==> src/rtl/board_ctrl_debounce.sv <==
// board_ctrl_debounce
//   Board-support control for the bootloader top level. Synchronises and
//   debounces the button bank, stretches the user reset, detects a long press
//   of the boot button and drives the status LEDs with a heartbeat.
//
// Ports
//   clk_48mhz   : system clock (48 MHz USB clock)
//   reset       : synchronous, active-high
//   btn_raw     : asynchronous board buttons
//   btn_db      : debounced, polarity-corrected levels (1 = pressed)
//   btn_press   : one-cycle pulse after each debounced 0->1
//   btn_release : one-cycle pulse after each debounced 1->0
//   user_reset  : stretched reset to the bootloader core
//   boot_req    : one-cycle pulse on a long press of BOOT_BTN
//   wifi_gpio0  : mirrors btn_db[BOOT_BTN]
//   led_core    : status LED from the bootloader core
//   boot_in     : boot strobe from the bootloader core
//   led         : status LEDs (registered)
module board_ctrl_debounce #(
  parameter int                 NUM_BTN           = 7,
  parameter logic [NUM_BTN-1:0] BTN_INVERT        = 7'b0000001,
  parameter int                 DEBOUNCE_CYCLES   = 48000,
  parameter int                 RESET_BTN         = 1,
  parameter int                 BOOT_BTN          = 0,
  parameter int                 RESET_HOLD_CYCLES = 16,
  parameter int                 LONG_PRESS_CYCLES = 96000000,
  parameter int                 NUM_LED           = 8,
  parameter int                 BLINK_HALF_CYCLES = 12000000
) (
  input  logic               clk_48mhz,
  input  logic               reset,
  input  logic [NUM_BTN-1:0] btn_raw,
  output logic [NUM_BTN-1:0] btn_db,
  output logic [NUM_BTN-1:0] btn_press,
  output logic [NUM_BTN-1:0] btn_release,
  output logic               user_reset,
  output logic               boot_req,
  output logic               wifi_gpio0,
  input  logic               led_core,
  input  logic               boot_in,
  output logic [NUM_LED-1:0] led
);

  localparam int CW = $clog2(DEBOUNCE_CYCLES);
  localparam int HW = $clog2(RESET_HOLD_CYCLES + 1);
  localparam int LW = $clog2(LONG_PRESS_CYCLES + 1);
  localparam int BW = $clog2(BLINK_HALF_CYCLES + 1);

  localparam logic [CW-1:0] DB_LAST   = CW'(DEBOUNCE_CYCLES - 1);
  localparam logic [HW-1:0] HOLD_LOAD = HW'(RESET_HOLD_CYCLES);
  localparam logic [LW-1:0] LP_MAX    = LW'(LONG_PRESS_CYCLES);
  localparam logic [LW-1:0] LP_LAST   = LW'(LONG_PRESS_CYCLES - 1);
  localparam logic [BW-1:0] BL_LAST   = BW'(BLINK_HALF_CYCLES - 1);

  // ---------------------------------------------------------------------
  // Per-button synchroniser + debounce + edge pulses
  // ---------------------------------------------------------------------
  for (genvar i = 0; i < NUM_BTN; i++) begin : g_btn
    logic          meta, sync_q, sync;
    logic          db, db_q, press, rel;
    logic [CW-1:0] cnt;

    // Flops reset to the inversion value so the corrected level is 0.
    assign sync = sync_q ^ BTN_INVERT[i];

    always_ff @(posedge clk_48mhz) begin
      if (reset) begin
        meta   <= BTN_INVERT[i];
        sync_q <= BTN_INVERT[i];
        cnt    <= '0;
        db     <= 1'b0;
        db_q   <= 1'b0;
        press  <= 1'b0;
        rel    <= 1'b0;
      end else begin
        meta   <= btn_raw[i];
        sync_q <= meta;
        // Any cycle where the input agrees with the accepted level restarts
        // the count, so only an unbroken run of DEBOUNCE_CYCLES toggles.
        if (sync == db) begin
          cnt <= '0;
        end else if (cnt == DB_LAST) begin
          cnt <= '0;
          db  <= ~db;
        end else begin
          cnt <= cnt + 1'b1;
        end
        db_q  <= db;
        press <= db & ~db_q;
        rel   <= ~db & db_q;
      end
    end

    assign btn_db[i]      = db;
    assign btn_press[i]   = press;
    assign btn_release[i] = rel;
  end

  assign wifi_gpio0 = btn_db[BOOT_BTN];

  // ---------------------------------------------------------------------
  // Stretched user reset: held while the source is active, then counts
  // down. A re-press reloads before the count expires, so no gap.
  // ---------------------------------------------------------------------
  logic [HW-1:0] hold;

  always_ff @(posedge clk_48mhz) begin
    if (reset || btn_db[RESET_BTN]) hold <= HOLD_LOAD;
    else if (hold != '0)            hold <= hold - 1'b1;
  end

  assign user_reset = reset | btn_db[RESET_BTN] | (hold != '0);

  // ---------------------------------------------------------------------
  // Long press: counter saturates at the threshold so the pulse fires
  // once per press; releasing clears it.
  // ---------------------------------------------------------------------
  logic [LW-1:0] lp_cnt;

  always_ff @(posedge clk_48mhz) begin
    if (reset) begin
      lp_cnt   <= '0;
      boot_req <= 1'b0;
    end else begin
      boot_req <= btn_db[BOOT_BTN] && (lp_cnt == LP_LAST);
      if (!btn_db[BOOT_BTN])  lp_cnt <= '0;
      else if (lp_cnt != LP_MAX) lp_cnt <= lp_cnt + 1'b1;
    end
  end

  // ---------------------------------------------------------------------
  // Heartbeat, boot latch and LED register
  // ---------------------------------------------------------------------
  logic [BW-1:0]      blink_cnt;
  logic               heartbeat;
  logic               boot_seen;
  logic [NUM_LED-1:0] led_next;

  always_comb begin
    led_next              = '0;
    led_next[0]           = led_core;
    led_next[1]           = heartbeat;
    led_next[NUM_LED-3]   = boot_seen;
    led_next[NUM_LED-2]   = user_reset;
    led_next[NUM_LED-1]   = btn_db[BOOT_BTN];
  end

  always_ff @(posedge clk_48mhz) begin
    if (reset) begin
      blink_cnt <= '0;
      heartbeat <= 1'b0;
      boot_seen <= 1'b0;
      led       <= '0;
    end else begin
      if (blink_cnt == BL_LAST) begin
        blink_cnt <= '0;
        heartbeat <= ~heartbeat;
      end else begin
        blink_cnt <= blink_cnt + 1'b1;
      end
      // Sticky until the next reset.
      if (boot_in) boot_seen <= 1'b1;
      led <= led_next;
    end
  end

endmodule

==> config.mk <==
export PLATFORM = sky130hd
export DESIGN_NAME = board_ctrl_debounce
export DESIGN_NICKNAME = d
export VERILOG_FILES = /design/src/rtl/board_ctrl_debounce.sv
export SDC_FILE = /design/constraint.sdc
export NUM_CORES = 1
export LEC_CHECK = 0
export BUFFER_PORTS_ARGS = -buffer_cell sky130_fd_sc_hd__clkbuf_2
export CAP_MARGIN = 20
export CORE_MARGIN = 3
export CORE_UTILIZATION = 54
export DETAILED_ROUTE_END_ITERATION = 10
export GPL_TIMING_DRIVEN = 0
export PLACE_DENSITY = 0.77
export SLEW_MARGIN = 20
export SYNTH_ARGS = -nofsm -noshare
export SYNTH_HDL_FRONTEND = slang
export SYNTH_SLANG_ARGS = --single-unit
==> constraint.sdc <==
create_clock -name clk_48mhz -period 2.35 [get_ports clk_48mhz]
set_clock_uncertainty 0.2 [all_clocks]
set_input_delay 0.47 -clock clk_48mhz [delete_from_list [all_inputs] [get_ports clk_48mhz]]
set_output_delay 0.47 -clock clk_48mhz [all_outputs]
set_load 0.005 [all_outputs]
==> results of run 1 <==
## worst reg2reg max path: stages (launching register included)
cell	delay, ns
dfxtp_1	0.35
ha_1	0.21
nand4_1	0.23
or3_1	0.48
o21ai_4	0.27
buf_2	0.27
nor2_1	0.07
## state kept, by name, summed over array words and instances (netlist names), 5 cells and up
| signal | count |
|---|---|
| g_btn.rel | 7 |
| g_btn.meta | 7 |
| g_btn.sync | 6 |
| blink_cnt | 24 |
| g_btn.press | 7 |
| g_btn.db_q | 7 |
| g_btn.cnt | 112 |
| hold | 5 |
| lp_cnt | 27 |
| g_btn.db | 6 |
## timing repair
item                                    CTS  global route
endpoints found under the setup margin    1            53
gates cloned                              0             0
setup buffers                             5             0
gates resized for setup                  11             7
hold buffers                              6             0
pin swaps                                 2             2
hold endpoints to repair                  6             0
## area by class of cell
cell class	instances	area (sq um)
fill	1424	6090
multi-input combinational	726	4490
sequential	217	4350
clock buffer	35	661
buffer	60	377
timing repair buffer	49	288
tap	220	275
inverter	36	135
clock inverter	2	35.0
## cells by family (layout without fill, tap and decap cells)
group	after synthesis	in the layout	synth area share, %
fa+ha+maj	11	11	1.48
simple gates	498	498	29.0
mux	5	5	0.538
xor+xnor	118	118	11.1
buf+inv	96	182	5.45
other cells	1	3	0.0403
flops	217	217	46.7
compound gates	91	91	5.64
## worst max-delay path by stage
stage	cells after the start	endpoint	slack (ns)	from
floorplan	6	g_btn[0].cnt[4]$_SDFF_PP0_	0.39	g_btn[0].cnt[0]$_SDFF_PP0_
global placement	4	g_btn[1].cnt[6]$_SDFF_PP0_	-0.44	reset
detailed placement	5	blink_cnt[3]$_SDFF_PP0_	-0.44	reset
CTS	6	user_reset	-0.009	hold[0]$_SDFFE_PP0P_
global route	6	user_reset	-0.07	hold[0]$_SDFFE_PP0P_
finish	6	user_reset	-0.01	hold[0]$_SDFFE_PP0P_
## stage by stage
| stage | cell area, sq um | worst slack (ns) | hold slack, ns | cells |
|---|---|---|---|---|
| final | 10600 | -0.0116 | 0.00998 | 1345 |
| after global routing | 10600 | -0.0667 | 0.0226 | 1345 |
| after CTS | 10600 | -0.00863 | 0.00480 | 1345 |
| after detailed placement | 9770 | -0.443 | 0.196 | 1297 |
| after global placement | 9770 | -0.445 | 0.188 | 1297 |
| after floorplan | 9300 | 0.390 | 0.183 | 1039 |
## cells in the final DEF, fill, tap and decap left out, types with 4 or more instances in the layout
master and count:
or4_1 17, o21ai_0 25, xnor2_1 68, and4_1 14, ha_1 10, dlygate4sd3_1 6, a21oi_1 43, buf_4 33
mux2i_1 5, buf_2 8, clkbuf_1 24, nand2b_1 9, xor2_1 50, nor2_1 144, nor2_2 4, nand2_1 47
o31ai_1 16, and2_1 9, clkbuf_2 42, dfxtp_1 215, nor3b_1 6, nor4_1 26, nor3_1 17, inv_1 34
nor2b_1 30, or2_2 7, clkbuf_16 23, and3_1 15, or3_1 29, clkbuf_8 4, nand4_1 46, nand3_1 56
## where the power goes
part	switching (W)	internal (W)	leakage [nW]
combinational	0.000171	0.000195	1.44
sequential	0.0000530	0.00375	1.75
clock	0.00135	0.00202	0.340
total	0.00157	0.00597	3.54
## per-layer routing
layer	up-vias	track usage [%]	share of wire, %
met5	-	0	0
met4	0	3.94	1.7
met3	20	3.25	3.7
met2	103	32.4	46
met1	3316	25.8	48
li1	3705	-	-
==> flow_summary_export.csv, run 1 <==
group,metric,value,unit
status,status,"finished, violations left",
status,violations,"setup timing",
floorplan,rows,47,
logic_synthesis,synth_top_area_cell,"dfxtp_1",
floorplan,top_level_ports,43,
cts,path_clk_slew,0.06,ns
worst_setup_path,arrival,1.69,ns
logic_synthesis,synth_top_area_share,46.7,%
detailed_routing,via_per_inst,5.31,
logic_synthesis,synth_edf_count,0,
power,p_total,0.00754,W
grt,grt_use_total,19.1,%
timing,finalCritPeriodShare,100,%
grt,grt.overflow.total,0,
worst_setup_path,cp_max_fo,2,
power,powerDensity,711,nW/um^2
worst_setup_path,crit_chain,"inv_2, ha_4, or3b_4, nor2_4, nand2_1, clkbuf_2",
final_layout,drive_gt1_share,13.2,%
timing,fin_ws,-0.0116,ns
power,leakagePower,3.54,nW
hold_path,worstHoldEndpoint,"g_btn[5].meta$_SDFF_PP0_",
cts,clockBufferDepth,3,
hold_path,worstHoldStart,"btn_raw[5]",
cts,clk_latency,0.50,ns
worst_setup_path,criticalPathCategory,"reg2out",
grt,grt_first_pass_wirelength,30.2,mm
final_layout,final_util,63.5,%
place,port_buffers,38,
worst_setup_path,reg2reg_to,"g_btn[2].cnt[8]$_SDFF_PP0_",
logic_synthesis,ys_seq_area_share,46.7,%
place,place.gp.congestion,0.830,
timing,drv_slew,0,
logic_synthesis,synth.area.top_cells,"dfxtp_1 47%, xnor2_1 6.4%, nor2_1 5.9%",
worst_setup_path,cp_data_required_time,1.68,ns
worst_setup_path,cp-end-kind,"output port",
worst_setup_path,path_buf_inv,2,
timing,finalSetupViolations,1,
detailed_routing,drc,0,
worst_setup_path,critPathMaxStageDelay,0.40,ns
cts,cts_root_buf,"clkbuf_16",
logic_synthesis,synth_cells,1037,
logic_synthesis,yosysWarningCount,0,
logic_synthesis,yosysUniqueCellTypes,51,
flow_run,drv_cap,0,
detailed_routing,drt_iter0_drc,377,
logic_synthesis,synth-main-ff-cell,"dfxtp_1",
timing,setup_tns,-0.0116,ns
timing,relSlewSlack,48.4,%
worst_setup_path,reg2reg_from,"g_btn[2].cnt[0]$_SDFF_PP0_",
timing,finalCriticalPeriod,2.36,ns
cts,numCtsBuffers,23,
cts,htreeDepth,1,
cts,clock-sinks,217,
detailed_routing,ant_nets,0,
final_layout,syn_to_final_growth,14.1,%
worst_setup_path,cp_top_family,"simple AND/OR/NAND/NOR gates",
timing,clock.fmax,423,MHz
floorplan,core,16700,sq um
timing,rsz0062_at_grt,"yes",
logic_synthesis,synth.most_common_cell,"dfxtp_1",
logic_synthesis,synthArstFlopShare,0,%
hold_path,hp-class,"in2reg",
grt,grt_max_degree,14,
logic_synthesis,synth-seq-cells,217,
worst_setup_path,slowest_stage,"or3b_4",
final_layout,final_nets,1135,
cts,cts_tree,"built",
logic_synthesis,synthTopCellsByCount,"217 x dfxtp_1, 145 x nor2_1, 68 x xnor2_1, 56 x nand3_1, 50 x xor2_1",
grt,grt_pass1_vias,6606,
detailed_routing,wl_per_cell,13.0,um
detailed_routing,drt-pass1-iter-count,5,
worst_setup_path,r2r_cells,6,
detailed_routing,vias,7144,
logic_synthesis,synth.avg_cell_area,8.96,sq um
power,peakVddDrop,0.677,mV
timing,hold_viol_final,0,
worst_setup_path,critPathLaunchType,"flip-flop",
place,post-dp-hpwl,11.9,mm
floorplan,die_h,137,um
hold_path,min_path_cells,2,
timing,worst_pin_slew,0.775,ns
floorplan,initial_utilization,55.7,%
logic_synthesis,synth.cell_area,9300,sq um
final_layout,diodes,0,
floorplan,die_w,137,um
floorplan,dieArea,18800,sq um
worst_setup_path,r2r_slack,0.16,ns
grt,antenna_found_initial,0,
detailed_routing,routed_wirelength,17.5,mm
Power figures use the tool's default switching activity.
==> run 2: changes to the inputs <==
Settings changed: CORE_UTILIZATION 54 to 58, PLACE_DENSITY 0.77 to 0.82.
==> run 2 against run 1 <==
Compared with the run above: largest cell class unchanged; via count grew 2.0%; combinational power is 3% lower; critical path depth unchanged; sequential share of layout area is 0.15 points lower; critical endpoint unchanged; hold slack improved by 0.20 ns; wire length rose by 0.85%; maximum frequency decreased by 0.99%; cell count down 0.30%; total power shrank 0.25%; the run still ends with setup timing left; global-route usage rose by 0.65 points; sequential cell count is the same; first-iteration DRC count up 8.2%.
==> flow_summary_export.csv, run 2 (synthesis gave the netlist of run 1 again) <==
group,metric,value,unit
detailed_routing,ant_nets,0,
detailed_routing,drt_iter0_drc,408,
place,port_buffers,38,
floorplan,top_level_ports,43,
place,place.gp.congestion,0.818,
detailed_routing,vias,7289,
place,placed_area,9760,sq um
cts,clk_latency,0.50,ns
power,pwr-share-clk,44.8,%
detailed_routing,wl_per_cell,13.2,um
hold_path,min_path_cells,1,
worst_setup_path,reg2reg_to,"g_btn[5].cnt[8]$_SDFF_PP0_",
cts,path_clk_slew,0.06,ns
worst_setup_path,reg2reg_from,"g_btn[5].cnt[0]$_SDFF_PP0_",
place,post-dp-hpwl,11.8,mm
power,powerDensity,706,nW/um^2
power,comb_power_share,4.7,%
timing,finalCritPeriodShare,101,%
timing,fin_ws,-0.0352,ns
worst_setup_path,cp-end-kind,"output port",
floorplan,die_w,133,um
power,swShare,21.1,%
power,peakVddDrop,0.597,mV
timing,rsz0062_at_grt,"yes",
floorplan,dieArea,17600,sq um
final_layout,design_area,10600,sq um
detailed_routing,routed_wirelength,17.7,mm
timing,worst_pin_slew,0.752,ns
floorplan,initial_utilization,60.3,%
detailed_routing,via_per_inst,5.44,
grt,antenna_found_initial,0,
status,status,"finished, violations left",
final_layout,layout_common_cells,"215 x dfxtp_1, 144 x nor2_1, 68 x xnor2_1",
final_layout,largest_register_ffs,112,
worst_setup_path,cp_data_required_time,1.68,ns
hold_path,worstHoldStart,"g_btn[0].meta$_SDFF_PP1_",
final_layout,final_nets,1138,
grt,grt_first_pass_wirelength,30.1,mm
flow_run,drv_cap,0,
final_layout,diodes,0,
floorplan,die_h,133,um
timing,hold_viol_final,0,
grt,grt.overflow.total,0,
place,post-place-ws,-0.378,ns
power,p_int,0.00594,W
grt,grt_max_degree,14,
timing,relSlewSlack,49.9,%
timing,finalSetupViolations,1,
timing,finalCriticalPeriod,2.39,ns
detailed_routing,drt-pass1-iter-count,5,
cts,numCtsBuffers,22,
final_layout,drive_gt1_share,13.6,%
timing,setup_tns,-0.0352,ns
final_layout,final_common_cell,"dfxtp_1",
hold_path,worstHoldEndpoint,"g_btn[0].sync_q$_SDFF_PP1_",
hold_path,hp-class,"reg2reg",
worst_setup_path,criticalPathCategory,"reg2out",
power,leakagePower,3.57,nW
grt,grt_pass1_vias,6637,
power,p_sw,0.00159,W
cts,clock-sinks,217,
final_layout,top_regs,"g_btn.cnt x112, lp_cnt x27, blink_cnt x24",
worst_setup_path,arrival,1.72,ns
grt,busiest_layer,"met2",
floorplan,core,15400,sq um
status,violations,"setup timing",
worst_setup_path,r2r_slack,0.16,ns
cts,cts_root_buf,"clkbuf_16",
cts,cts_tree,"built",
grt,use_met2,34.1,%
worst_setup_path,critPathLaunchType,"flip-flop",
grt,use_met1,25.7,%
worst_setup_path,cp_max_fo,3,
cts,htreeDepth,1,
final_layout,top_register,"g_btn.cnt",
grt,grt_use_total,19.7,%
grt,use_met3,2.78,%
timing,drv_slew,0,
cts,clockBufferDepth,3,
power,pwr-share-seq,50.5,%
detailed_routing,drc,0,
timing,clock.fmax,419,MHz
worst_setup_path,r2r_cells,6,
floorplan,rows,45,
final_layout,syn_to_final_growth,14.5,%
-- run 2: per-layer routing --
layer  share of wire [%]  vias to the layer above
li1                    -                     3720
met1                  46                     3410
met2                  47                      124
met4                 2.7                        0
met5                   0                        -
met3                 3.8                       35
-- run 2: worst max-delay path by stage --
stage	startpoint	end	depth (start not counted)
CTS	hold[0]$_SDFFE_PP0P_	user_reset	6
global route	hold[1]$_SDFFE_PP0P_	user_reset	6
global placement	reset	blink_cnt[3]$_SDFF_PP0_	5
floorplan	g_btn[0].cnt[0]$_SDFF_PP0_	g_btn[0].cnt[4]$_SDFF_PP0_	6
detailed placement	reset	blink_cnt[21]$_SDFF_PP0_	5
finish	hold[0]$_SDFFE_PP0P_	user_reset	6
-- run 2: through the flow --
stage          hold WS [ns]  cells  power, W  util, %
6_report              0.206   1341   0.00752     69.0
5_1_grt               0.228   1341   0.00778     69.0
4_1_cts               0.208   1339   0.00757     68.8
3_5_place_dp          0.194   1288   0.00412     63.3
3_3_place_gp          0.189   1288   0.00411     63.3
2_1_floorplan         0.183   1039   0.00405        -
-- run 2: layout make-up --
cell class	count	area, sq um
buffer	60	379
sequential	217	4350
clock buffer	34	687
fill	1242	4780
inverter	36	135
clock inverter	4	20.0
timing repair buffer	53	325
multi-input combinational	726	4490
tap	211	264
-- run 2: repair_timing --
item | in CTS | in global routing
pin swaps | 2 | 3
buffers inserted | 4 | 2
setup endpoints to repair | 1 | 42
gates cloned | 0 | 0
endpoints found under the hold margin | 9 | 0
resized for setup | 11 | 8
hold buffers | 9 | 0
-- run 2: critical path, stage by stage (launching register included) --
cell      delay [ns]
dfxtp_2         0.32
inv_2           0.07
ha_4            0.13
or3b_4          0.40
nor2_4          0.12
nand2_2         0.06
clkbuf_2        0.12
-- run 2: power groups by stage --
| stage | logic, W | clock network, W | registers [W] |
|---|---|---|---|
| floorplan | 0.000191 | 0 | 0.00386 |
| global placement | 0.000244 | 0 | 0.00386 |
| detailed placement | 0.000249 | 0 | 0.00387 |
| CTS | 0.000343 | 0.00344 | 0.00379 |
| global route | 0.000395 | 0.00358 | 0.00380 |
| finish | 0.000354 | 0.00337 | 0.00380 |
==> run 3: changes to the inputs <==
Settings changed: CORE_UTILIZATION 58 to 25, PLACE_DENSITY 0.82 to 0.45.
==> run 3 against run 2 <==
Compared with the run above: the flow still finishes with violations (setup timing); worst setup slack improved by 0.018 ns; non-clock buffer count fell by 1; count of clock-buffer cells in the layout rose by 2; largest power group is now clock; highest routed layer unchanged.
==> flow_summary_export.csv, run 3 (synthesis gave the netlist of run 1 again) <==
group,metric,value,unit
status,status,"finished, violations left",
status,violations,"setup timing",
cts,clockBufferDepth,3,
grt,grt_max_degree,14,
cts,clk_latency,0.52,ns
detailed_routing,wl_per_cell,12.5,um
detailed_routing,drt_iter0_drc,294,
timing,clock.fmax,423,MHz
worst_setup_path,cp_top_family,"simple AND/OR/NAND/NOR gates",
timing,finalCritPeriodShare,101,%
hold_path,min_path_cells,2,
worst_setup_path,slowest_stage,"or3b_4",
floorplan,die_w,199,um
worst_setup_path,criticalPathCategory,"reg2out",
worst_setup_path,path_buf_inv,2,
place,dpl.cell_count,1538,
detailed_routing,via_per_inst,4.44,
floorplan,die_h,199,um
final_layout,final_nets,1141,
worst_setup_path,cp_max_fo,3,
floorplan,core,36100,sq um
final_layout,top_register,"g_btn.cnt",
timing,drv_slew,0,
timing,rsz0062_at_grt,"yes",
grt,antenna_found_initial,1,
place,place.gp.congestion,0.755,
grt,grt_first_pass_wirelength,34.1,mm
final_layout,top_regs,"g_btn.cnt x112, lp_cnt x27, blink_cnt x24",
worst_setup_path,startpoint,"hold[0]$_SDFFE_PP0P_",
detailed_routing,drt-pass1-iter-count,4,
detailed_routing,ant_nets,0,
worst_setup_path,critPathMaxStageDelay,0.40,ns
worst_setup_path,arrival,1.70,ns
final_layout,layout_common_cells,"215 x dfxtp_1, 144 x nor2_1, 68 x xnor2_1",
place,post-dp-hpwl,13.3,mm
cts,clock-sinks,217,
cts,path_clk_slew,0.06,ns
final_layout,diodes,0,
timing,fin_ws,-0.0167,ns
cts,htreeDepth,1,
floorplan,initial_utilization,25.8,%
worst_setup_path,reg2reg_from,"g_btn[0].cnt[0]$_SDFF_PP0_",
floorplan,dieArea,39500,sq um
final_layout,nFillCells,3807,
cts,numCtsBuffers,26,
grt,grt_use_total,10.2,%
floorplan,top_level_ports,43,
final_layout,final_common_cell,"dfxtp_1",
floorplan,rows,69,
worst_setup_path,crit_cells,6,
worst_setup_path,cp_data_required_time,1.68,ns
worst_setup_path,cp-end-kind,"output port",
power,peakVddDrop,0.425,mV
worst_setup_path,crit_chain,"inv_2, ha_4, or3b_4, nor2_4, nand2_1, clkbuf_2",
timing,finalSetupViolations,1,
power,powerDensity,751,nW/um^2
cts,cts_tree,"built",
detailed_routing,vias,7104,
grt,grt.overflow.total,0,
final_layout,syn_to_final_growth,20.4,%
timing,worst_pin_slew,0.769,ns
cts,cts_root_buf,"clkbuf_16",
flow_run,drv_cap,0,
timing,relSlewSlack,48.7,%
hold_path,hp-class,"in2reg",
power,leakagePower,3.70,nW
detailed_routing,drc,0,
detailed_routing,routed_wirelength,19.9,mm
final_layout,final_cell_count_no_fill,1599,
place,port_buffers,38,
power,p_total,0.00840,W
hold_path,worstHoldStart,"led_core",
worst_setup_path,critPathLaunchType,"flip-flop",
grt,grt_pass1_vias,6809,
timing,hold_viol_final,0,
final_layout,largest_register_ffs,112,
worst_setup_path,r2r_cells,6,
final_layout,drive_gt1_share,14.9,%
timing,finalCriticalPeriod,2.37,ns
## run 3: routing by layer
layer / vias up / track usage, % / routed length [um]
met5: - / 0 / 0
met4: 0 / 2.76 / 425
met3: 30 / 1.64 / 650
met2: 71 / 16.8 / 9000
met1: 3277 / 13.9 / 9870
li1: 3726 / - / -
## run 3: where the power goes
part	internal, W	switching [W]	total, W
sequential	0.00375	0.0000455	0.00379
combinational	0.000190	0.000171	0.000361
clock	0.00266	0.00159	0.00425
total	0.00660	0.00180	0.00840
## run 3: final timing paths
path              slack (ns)                         end
setup / recovery       -0.02                  user_reset
hold / removal          0.07           led[0]$_SDFF_PP0_
setup reg to reg        0.15  g_btn[0].cnt[3]$_SDFF_PP0_
hold reg to reg         0.20   g_btn[3].press$_SDFF_PP0_
## run 3: worst register-to-register path, delay by kind of cell, from the launching register on
family                   cells  cell delay, ns
flip-flops                   1            0.37
adder cells (fa/ha/maj)      1            0.20
AO/OA/AOI/OAI                1            0.36
AND/OR/NAND/NOR              3            0.72
buffers and inverters        1            0.25
## run 3: area by class of cell
cell class / instances / area, sq um / share of cell area, %
Sequential cell: 217 / 4350 / 38.8
Timing Repair Buffer: 52 / 315 / 2.82
Clock inverter: 11 / 136 / 1.22
Clock buffer: 36 / 790 / 7.06
Inverter: 36 / 135 / 1.21
Buffer: 60 / 384 / 3.43
Tap cell: 461 / 577 / 5.15
Multi-Input combinational cell: 726 / 4510 / 40.3
## run 3: through the flow
stage	TNS [ns]	utilization, %	worst slack [ns]	instance area (sq um)	hold WS (ns)
floorplan	0	-	0.390	9300	0.183
global placement	-52.41	27.9	-1.19	10100	0.193
detailed placement	-57.99	27.9	-0.948	10100	0.193
CTS	-0.0707	30.9	-0.0707	11200	0.0490
global route	-0.0946	31.0	-0.0946	11200	0.0661
finish	-0.0167	31.0	-0.0167	11200	0.0703
## run 3: repair_timing
action                     in CTS  in global routing
pin swaps                       2                  3
hold endpoints to repair        8                  0
setup endpoints to repair      56                 71
gates resized for setup        13                 11
buffers inserted                5                  1
hold buffers                    8                  0
